## config.mk

```make
export PLATFORM = sky130hd
export DESIGN_NAME = mp_out_flat
export DESIGN_NICKNAME = d
export VERILOG_FILES = /design/src/rtl/aes_pkg.sv /design/src/rtl/mp_out_if.sv /design/src/rtl/mp_out.sv /design/src/flat_wrapper.sv
export SDC_FILE = /design/constraint.sdc
export NUM_CORES = 1
export LEC_CHECK = 0
export ABC_AREA = 1
export CAP_MARGIN = 40
export CORE_MARGIN = 10
export CORE_UTILIZATION = 45
export DETAILED_ROUTE_END_ITERATION = 8
export GPL_TIMING_DRIVEN = 0
export PLACE_DENSITY_LB_ADDON = 0.3
export SKIP_CTS_REPAIR_TIMING = 1
export SYNTH_ARGS = -nofsm -noshare
export SYNTH_HDL_FRONTEND = slang
export SYNTH_SLANG_ARGS = --single-unit
```

## constraint.sdc

```tcl
create_clock -name clk -period 4.4 [get_ports clk]
set_input_delay 0.88 -clock clk [delete_from_list [all_inputs] [get_ports clk]]
set_output_delay 0.88 -clock clk [all_outputs]
set_load 0.01 [all_outputs]
```

## src/rtl/aes_pkg.sv

```systemverilog
// Constants and state encoding shared by the AES-128 UART message processors.
package aes_pkg;

  localparam int AES_BLOCK_BITS  = 128;
  localparam int BYTES_PER_BLOCK = 16;
  localparam int AES_DATA_WIDTH  = 32;

  function automatic int words_per_block(input int data_width);
    return AES_BLOCK_BITS / data_width;
  endfunction

  localparam int WORDS_PER_BLOCK = words_per_block(AES_DATA_WIDTH);

  typedef logic [2:0] mp_state_t;
  localparam mp_state_t MP_IDLE    = 3'd0;
  localparam mp_state_t MP_COLLECT = 3'd1;
  localparam mp_state_t MP_SEND    = 3'd2;
  localparam mp_state_t MP_WAIT_TX = 3'd3;
  localparam mp_state_t MP_DONE    = 3'd4;

endpackage

```

## src/rtl/mp_out_if.sv

```systemverilog
// Ciphertext-in / UART-byte-out signal bundle of the output message processor.
interface mp_out_if
  import aes_pkg::*;
#(
  parameter int DATA_WIDTH = AES_DATA_WIDTH,
  parameter int BYTE_WIDTH = 8
);

  logic [DATA_WIDTH-1:0] MP_cipher_in;
  logic                  MP_dv_in;
  logic                  TX_active_in;
  logic                  TX_done_in;
  logic [BYTE_WIDTH-1:0] uart_byte_out;
  logic                  TX_DV_out;
  logic                  MP_busy_out;
  logic                  MP_done_out;

  modport master (
    output MP_cipher_in, MP_dv_in, TX_active_in, TX_done_in,
    input  uart_byte_out, TX_DV_out, MP_busy_out, MP_done_out
  );

  modport slave (
    input  MP_cipher_in, MP_dv_in, TX_active_in, TX_done_in,
    output uart_byte_out, TX_DV_out, MP_busy_out, MP_done_out
  );

endinterface

```

## src/rtl/mp_out.sv

```systemverilog
// Output message processor: collects one 128-bit ciphertext block and streams it
// to the UART transmitter MSB byte first.
//   state   | meaning
//   IDLE    | waiting for the first ciphertext word
//   COLLECT | capturing the remaining words of the block
//   SEND    | launching the top byte once the UART is free
//   WAIT_TX | byte in flight, waiting for the UART to finish it
//   DONE    | block fully sent, one-cycle done pulse
module mp_out
  import aes_pkg::*;
#(
  parameter int DATA_WIDTH = AES_DATA_WIDTH,
  parameter int BYTE_WIDTH = 8
) (
  input logic     clk,
  input logic     rst,
  mp_out_if.slave bus
);

  localparam int WORDS = words_per_block(DATA_WIDTH);
  localparam int WCW   = $clog2(WORDS);
  localparam int BCW   = $clog2(BYTES_PER_BLOCK);

  mp_state_t                 state_q, state_d;
  logic [AES_BLOCK_BITS-1:0] blk_q, blk_d;
  logic [AES_BLOCK_BITS-1:0] word_top;
  logic [WCW-1:0]            word_cnt_q, word_cnt_d;
  logic [BCW-1:0]            byte_cnt_q, byte_cnt_d;
  logic [BYTE_WIDTH-1:0]     byte_q, byte_d;
  logic                      tx_dv_q, tx_dv_d;
  logic                      busy_q, busy_d;
  logic                      done_q, done_d;
  logic                      last_word, last_byte;

  // Incoming word aligned to the top of the block; later words are shifted down into place.
  assign word_top  = {bus.MP_cipher_in, {(AES_BLOCK_BITS-DATA_WIDTH){1'b0}}};
  assign last_word = (word_cnt_q == WCW'(WORDS-1));
  assign last_byte = (byte_cnt_q == BCW'(BYTES_PER_BLOCK-1));

  always_ff @(posedge clk) begin
    if (rst) begin
      state_q    <= MP_IDLE;
      blk_q      <= '0;
      word_cnt_q <= '0;
      byte_cnt_q <= '0;
      byte_q     <= '0;
      tx_dv_q    <= 1'b0;
      busy_q     <= 1'b0;
      done_q     <= 1'b0;
    end else begin
      state_q    <= state_d;
      blk_q      <= blk_d;
      word_cnt_q <= word_cnt_d;
      byte_cnt_q <= byte_cnt_d;
      byte_q     <= byte_d;
      tx_dv_q    <= tx_dv_d;
      busy_q     <= busy_d;
      done_q     <= done_d;
    end
  end

  always_comb begin
    state_d = state_q;
    case (state_q)
      MP_IDLE:    if (bus.MP_dv_in) state_d = MP_COLLECT;
      MP_COLLECT: if (bus.MP_dv_in && last_word) state_d = MP_SEND;
      MP_SEND:    if (!bus.TX_active_in) state_d = MP_WAIT_TX;
      MP_WAIT_TX: if (bus.TX_done_in) state_d = last_byte ? MP_DONE : MP_SEND;
      MP_DONE:    state_d = MP_IDLE;
      default:    state_d = MP_IDLE;
    endcase
  end

  always_comb begin
    blk_d      = blk_q;
    word_cnt_d = word_cnt_q;
    byte_cnt_d = byte_cnt_q;
    byte_d     = byte_q;
    tx_dv_d    = 1'b0;
    case (state_q)
      MP_IDLE: begin
        word_cnt_d = '0;
        byte_cnt_d = '0;
        if (bus.MP_dv_in) begin
          blk_d      = word_top;
          word_cnt_d = WCW'(1);
        end
      end
      MP_COLLECT: begin
        if (bus.MP_dv_in) begin
          blk_d      = blk_q | (word_top >> (DATA_WIDTH * word_cnt_q));
          word_cnt_d = last_word ? '0 : word_cnt_q + 1'b1;
          byte_cnt_d = '0;
        end
      end
      MP_SEND: begin
        if (!bus.TX_active_in) begin
          byte_d  = blk_q[AES_BLOCK_BITS-1 -: BYTE_WIDTH];
          tx_dv_d = 1'b1;
        end
      end
      MP_WAIT_TX: begin
        if (bus.TX_done_in) begin
          blk_d      = blk_q << BYTE_WIDTH;
          byte_cnt_d = byte_cnt_q + 1'b1;
        end
      end
      default: ;
    endcase
    busy_d = (state_d != MP_IDLE);
    done_d = (state_d == MP_DONE);
  end

  assign bus.uart_byte_out = byte_q;
  assign bus.TX_DV_out     = tx_dv_q;
  assign bus.MP_busy_out   = busy_q;
  assign bus.MP_done_out   = done_q;

endmodule
```

## src/flat_wrapper.sv

```systemverilog
// flat-port wrapper written by rule: the top's interface ports become plain ports
module mp_out_flat import aes_pkg::*;
#(
  parameter int DATA_WIDTH = AES_DATA_WIDTH,
  parameter int BYTE_WIDTH = 8
)
  (clk, rst, bus_MP_cipher_in, bus_MP_dv_in, bus_TX_active_in, bus_TX_done_in, bus_uart_byte_out, bus_TX_DV_out, bus_MP_busy_out, bus_MP_done_out);
  mp_out_if #(.DATA_WIDTH(DATA_WIDTH), .BYTE_WIDTH(BYTE_WIDTH)) bus_i ();
  input logic clk;
  input logic rst;
  input wire logic [$bits(bus_i.MP_cipher_in)-1:0] bus_MP_cipher_in;
  input wire logic [$bits(bus_i.MP_dv_in)-1:0] bus_MP_dv_in;
  input wire logic [$bits(bus_i.TX_active_in)-1:0] bus_TX_active_in;
  input wire logic [$bits(bus_i.TX_done_in)-1:0] bus_TX_done_in;
  output wire logic [$bits(bus_i.uart_byte_out)-1:0] bus_uart_byte_out;
  output wire logic [$bits(bus_i.TX_DV_out)-1:0] bus_TX_DV_out;
  output wire logic [$bits(bus_i.MP_busy_out)-1:0] bus_MP_busy_out;
  output wire logic [$bits(bus_i.MP_done_out)-1:0] bus_MP_done_out;
  assign bus_i.MP_cipher_in = bus_MP_cipher_in;
  assign bus_i.MP_dv_in = bus_MP_dv_in;
  assign bus_i.TX_active_in = bus_TX_active_in;
  assign bus_i.TX_done_in = bus_TX_done_in;
  assign bus_uart_byte_out = bus_i.uart_byte_out;
  assign bus_TX_DV_out = bus_i.TX_DV_out;
  assign bus_MP_busy_out = bus_i.MP_busy_out;
  assign bus_MP_done_out = bus_i.MP_done_out;
  mp_out #(.DATA_WIDTH(DATA_WIDTH), .BYTE_WIDTH(BYTE_WIDTH)) u_core (.clk(clk), .rst(rst), .bus(bus_i));
endmodule
```

* Yosys cells after proc, flatten, opt, wreduce, memory -nomap -nowiden
Index checks and enable logic that the tools add are counted.
** Storage, ports and cells
- Flip-flop bits (word level) :: 148
- Bits of input ports :: 37
- Output and inout bits :: 11
- Word-level logic and storage cells :: 51
** Operators by class
- Add/subtract/negate cells :: 2
- Eq/ne operators :: 9
- Shifts and indexed selects :: 1
- Mux-type cells :: 18
- Bitwise gates (word level) :: 3
- Reduce and logical (&&, ||, !) cells :: 10
** Operator list (count)
- 2-to-1 mux 128 bit :: 3
- case mux 128 bit (3 select lines) :: 1
- bitwise OR 128 bit :: 1
- >> shifter 128 x 7 -> 128 bit :: 1
- 2-to-1 mux 3 bit :: 5
- case mux 3 bit (4 select lines) :: 1
- case mux 4 bit (3 select lines) :: 1
- 2-to-1 mux 4 bit :: 2
- equality test 3 x 2 -> 1 bit, second input constant :: 2
- inequality test 2 bit, second input constant :: 3
- nonzero test 3 bit :: 2
- adder 4 x 1 -> 4 bit, second input constant :: 1
- equality test 4 bit, second input constant :: 1
- 2-to-1 mux 2 bit :: 2
- case mux 2 bit (2 select lines) :: 1
- AND reduction 2 bit :: 2
- AND reduction 4 bit :: 1
- equality test 3 x 1 -> 1 bit, second input constant :: 1
- equality test 3 bit, second input constant :: 1
- logical NOT 3 bit :: 1
- AND reduction 3 bit :: 1
- adder 2 x 1 -> 2 bit, second input constant :: 1
- equality test 2 bit, second input constant :: 1
- 2-to-1 mux 1 bit :: 2
- other kinds (4) :: 5

* Depth between registers and ports, before layout
- Word-level depth :: 5
- Depth in mapped cells :: 9
- Depth with buffers taken out :: 8

* Worst setup path after synthesis
No wires, ideal clock.
- Path kind :: input -> register
- From :: input rst
- To :: register u_core.blk_q[69]
- Library setup time :: 0.059 ns
- Arrival :: 1.868 ns
- Required time :: 4.341 ns
- Setup slack :: 2.473 ns
- Cell stages on the path :: 6
- Path through :: clkbuf_1 -> inv_2 -> clkbuf_1 -> buf_1 -> nand3_1 -> nand2_1
** RTL lines
- start: declaration :: line flat_wrapper.sv:10 : input logic rst;
- end signal: assignment :: line mp_out.sv:52 : blk_q <= blk_d;
- end: declaration :: line mp_out.sv:25 : logic [AES_BLOCK_BITS-1:0] blk_q, blk_d;

* Final worst setup path
- From :: input bus_MP_dv_in
- To :: register u_core.blk_q[79]
** Between the ends
- Cells in the longest elaborated chain, start to end :: 2
- Elaborated cells between the ends (all ways) :: 3
** Ends and longest elaborated chain
- start: declaration :: line flat_wrapper.sv:12 : input wire logic [$bits(bus_i.MP_dv_in)-1:0] bus_MP_dv_in;
- inequality test 2 bit (no line)
- AND reduction 4 bit (no line) *
Every way passes the cells marked *; elsewhere a longest branch is shown, timed or not.
A chain may end at the register's enable or synchronous reset.

==> flow_metrics.py <==
metrics = {
    "critical_path": {
        "critPathLaunchType": "primary input",
        "crit_required_ns": 4.73,
        "slowest_stage": "clkdlybuf4s50_1",
        "critPathKind": "primary input to register",
        "cp-end-kind": "register",
        "cpMostUsedCell": "nand3_1",
        "crit_path_max_fanout": 10,
        "crit_chain": "clkdlybuf4s50_1 -> inv_1 -> nand2_2 -> nand3_1 -> buf_4 -> buf_2 -> nand3_1 -> nand2_1",
        "reg2reg_depth": 9,
        "crit_arrival_ns": 2.68,
        "critPathMaxStageDelay_ns": 0.57,
    },
    "synthesis": {
        "synth_top_area_frac": 0.401,
        "synth.most_common_cell": "nand2_1",
        "synthCells": 1166,
        "ys_seq_area_frac": 0.401,
        "synth_edf_count": 0,
        "synth_common_cells": "nand2_1 (493), nand3_1 (218), dfxtp_1 (148)",
        "synthArstFlopShare": 0,
        "synth_warnings": 0,
        "synth-main-ff-cell": "dfxtp_1",
        "ys_ff_latch": 148,
        "netlist_area_um2": 7390,
        "avgSynthCellArea_um2": 6.34,
        "synth.distinct_cells": 23,
        "synth_fp_nets": 1205,
        "synth_area_leaders": "dfxtp_1 (40%), nand2_1 (25%), nand3_1 (15%)",
        "synth_top_area_cell": "dfxtp_1",
    },
    "grt": {
        "grtUsageTotal": 0.230,
        "grt_pass1_wl_mm": 39.6,
        "grt_max_degree": 17,
        "antenna_found_initial": 0,
        "grt_pass1_vias": 7253,
        "gr-total-overflow": 0,
    },
    "min_path": {
        "holdPathStages": 2,
        "hold_path_class": "register to register",
    },
    "final_layout": {
        "layout-drive-gt1-share": 0.0667,
        "nets": 1270,
        "diodes": 0,
        "fin_util": 0.545,
        "multi_input_comb_area_um2": 3800,
        "area_delta_synth_final_pct": 18.0,
        "seq_area_um2": 2960,
        "fill_cells": 1669,
    },
    "drt": {
        "top_layer": "met4",
        "wl_mm": 25.5,
        "first_iter_violations": 979,
        "dr_wl_met2_mm": 11.3,
        "ant_nets": 0,
        "wl_met1_mm": 10.8,
        "num_vias": 8033,
        "wire_per_inst_um": 17.5,
        "routed_via_density": 5.50,
        "route.met3.wl_mm": 2.26,
        "remaining_drc_errors": 0,
        "dr.pass1.iters": 6,
    },
    "timing": {
        "hold_ws_ns": 0.458,
        "hold_viol": 0,
        "max-slew-margin-rel": 0.491,
        "period_share": 0.535,
        "final.min_clock_period_ns": 2.35,
        "tightestPinTransition_ns": 0.763,
        "setup-violations-final": 0,
        "fmax_mhz": 425,
        "fin_tns_setup_ns": 0,
        "maxSlewViolCount": 0,
        "grt_setup_unrepaired": "no",
        "fin_skew_ns": 0.00621,
    },
    "place": {
        "port_buffers": 46,
        "place_hpwl_mm": 19.1,
        "gp_congestion": 1.02,
    },
    "status": {
        "status": "complete, no violations",
    },
    "power_and_ir_drop": {
        "finalPower_w": 0.00323,
        "vdd_drop_max_v": 0.000274,
        "p_leak_nw": 3.95,
        "powerDensity_nw_per_um2": 370,
    },
    "clock_tree": {
        "clk_latency_ns": 0.44,
        "htree_levels": 4,
        "clk_root_buffer_cell": "clkbuf_16",
        "clockBufferDepth": 2,
        "clk_pin_slew_worst_paths_ns": 0.06,
        "cts_made_buffers": 17,
        "clock_sinks": 148,
        "cts_tree": "yes",
    },
    "floorplan": {
        "die-area_um2": 22000,
        "die_y_um": 148,
        "num_rows": 46,
        "die_w_um": 148,
        "start_util": 0.462,
        "ios": 48,
        "fp.coreArea_um2": 16000,
    },
    "run": {
        "max-cap-violations": 0,
    },
}
-- metal layers --
layer  GRT usage  vias to the layer above
met5           0                        -
met4       0.111                        0
met3      0.0534                       72
met2       0.358                      386
met1       0.293                     3704
li1            -                     3871
-- area by class of cell --
type,count,share of cell area
tap,216,0.0310
sequential,148,0.340
inverter,43,0.0185
clock inverter,14,0.0184
clock buffer,18,0.0504
timing repair buffer,46,0.0528
multi-input combinational,888,0.436
buffer,87,0.0537
-- logic make-up (layout without fill, tap and decap cells) --
group,count (synthesis),after routing,share of synthesized area
AO/OA/AOI/OAI,94,94,0.0650
adder cells (fa/ha/maj),2,2,0.00338
buffers and inverters,130,208,0.0851
flip-flops,148,148,0.401
AND/OR/NAND/NOR,792,792,0.446
-- power by group --
| part | switching [W] | internal (W) | total, W | leakage (nW) |
|---|---|---|---|---|
| registers | 0.0000170 | 0.00137 | 0.00139 | 1.20 |
| clock network | 0.000589 | 0.000901 | 0.00149 | 0.292 |
| logic | 0.000241 | 0.000111 | 0.000353 | 2.46 |
| total | 0.000847 | 0.00238 | 0.00323 | 3.95 |
-- worst paths after layout --
path,from,endpoint,slack [ns]
worst max-delay path,bus_MP_dv_in,u_core.blk_q[79],2.05
worst min-delay path,u_core.blk_q[124],u_core.blk_q[124],0.46
worst max register to register,u_core.state_q[0],u_core.blk_q[61],2.29
worst min register to register,u_core.blk_q[124],u_core.blk_q[124],0.46
-- cells in the final DEF, fill, tap and decap left out, types with 17 or more instances in the layout --
cell type / n
nand3_1: 218
buf_2: 17
clkdlybuf4s50_1: 46
o21ai_0: 62
nand2_1: 493
dfxtp_1: 148
inv_1: 40
clkbuf_1: 43
nor2_1: 66
clkbuf_16: 17
-- per-stage QoR --
| stage | worst slack, ns | std cells | instance area [um^2] |
|---|---|---|---|
| finish | 2.05 | 1460 | 8720 |
| global route | 2.01 | 1460 | 8720 |
| CTS | 2.10 | 1460 | 8720 |
| detailed placement | 1.65 | 1428 | 8120 |
| global placement | 1.66 | 1428 | 8120 |
| floorplan | 2.47 | 1166 | 7390 |
-- registers in the layout, summed over array words and instances, names as in the netlist --
register                  flops
u_core.blk_q                128
u_core.bus.MP_busy_out        1
u_core.bus.uart_byte_out      8
u_core.bus.MP_done_out        1
u_core.bus.TX_DV_out          1
u_core.byte_cnt_q             4
u_core.state_q                3
u_core.word_cnt_q             2
-- worst max-delay path: cells and delay by family --
family | cells | cell delay [ns]
buffers and inverters | 4 | 1.17
and+or+nand+nor | 4 | 0.62
Note: power is estimated with default switching activity, not from simulation.
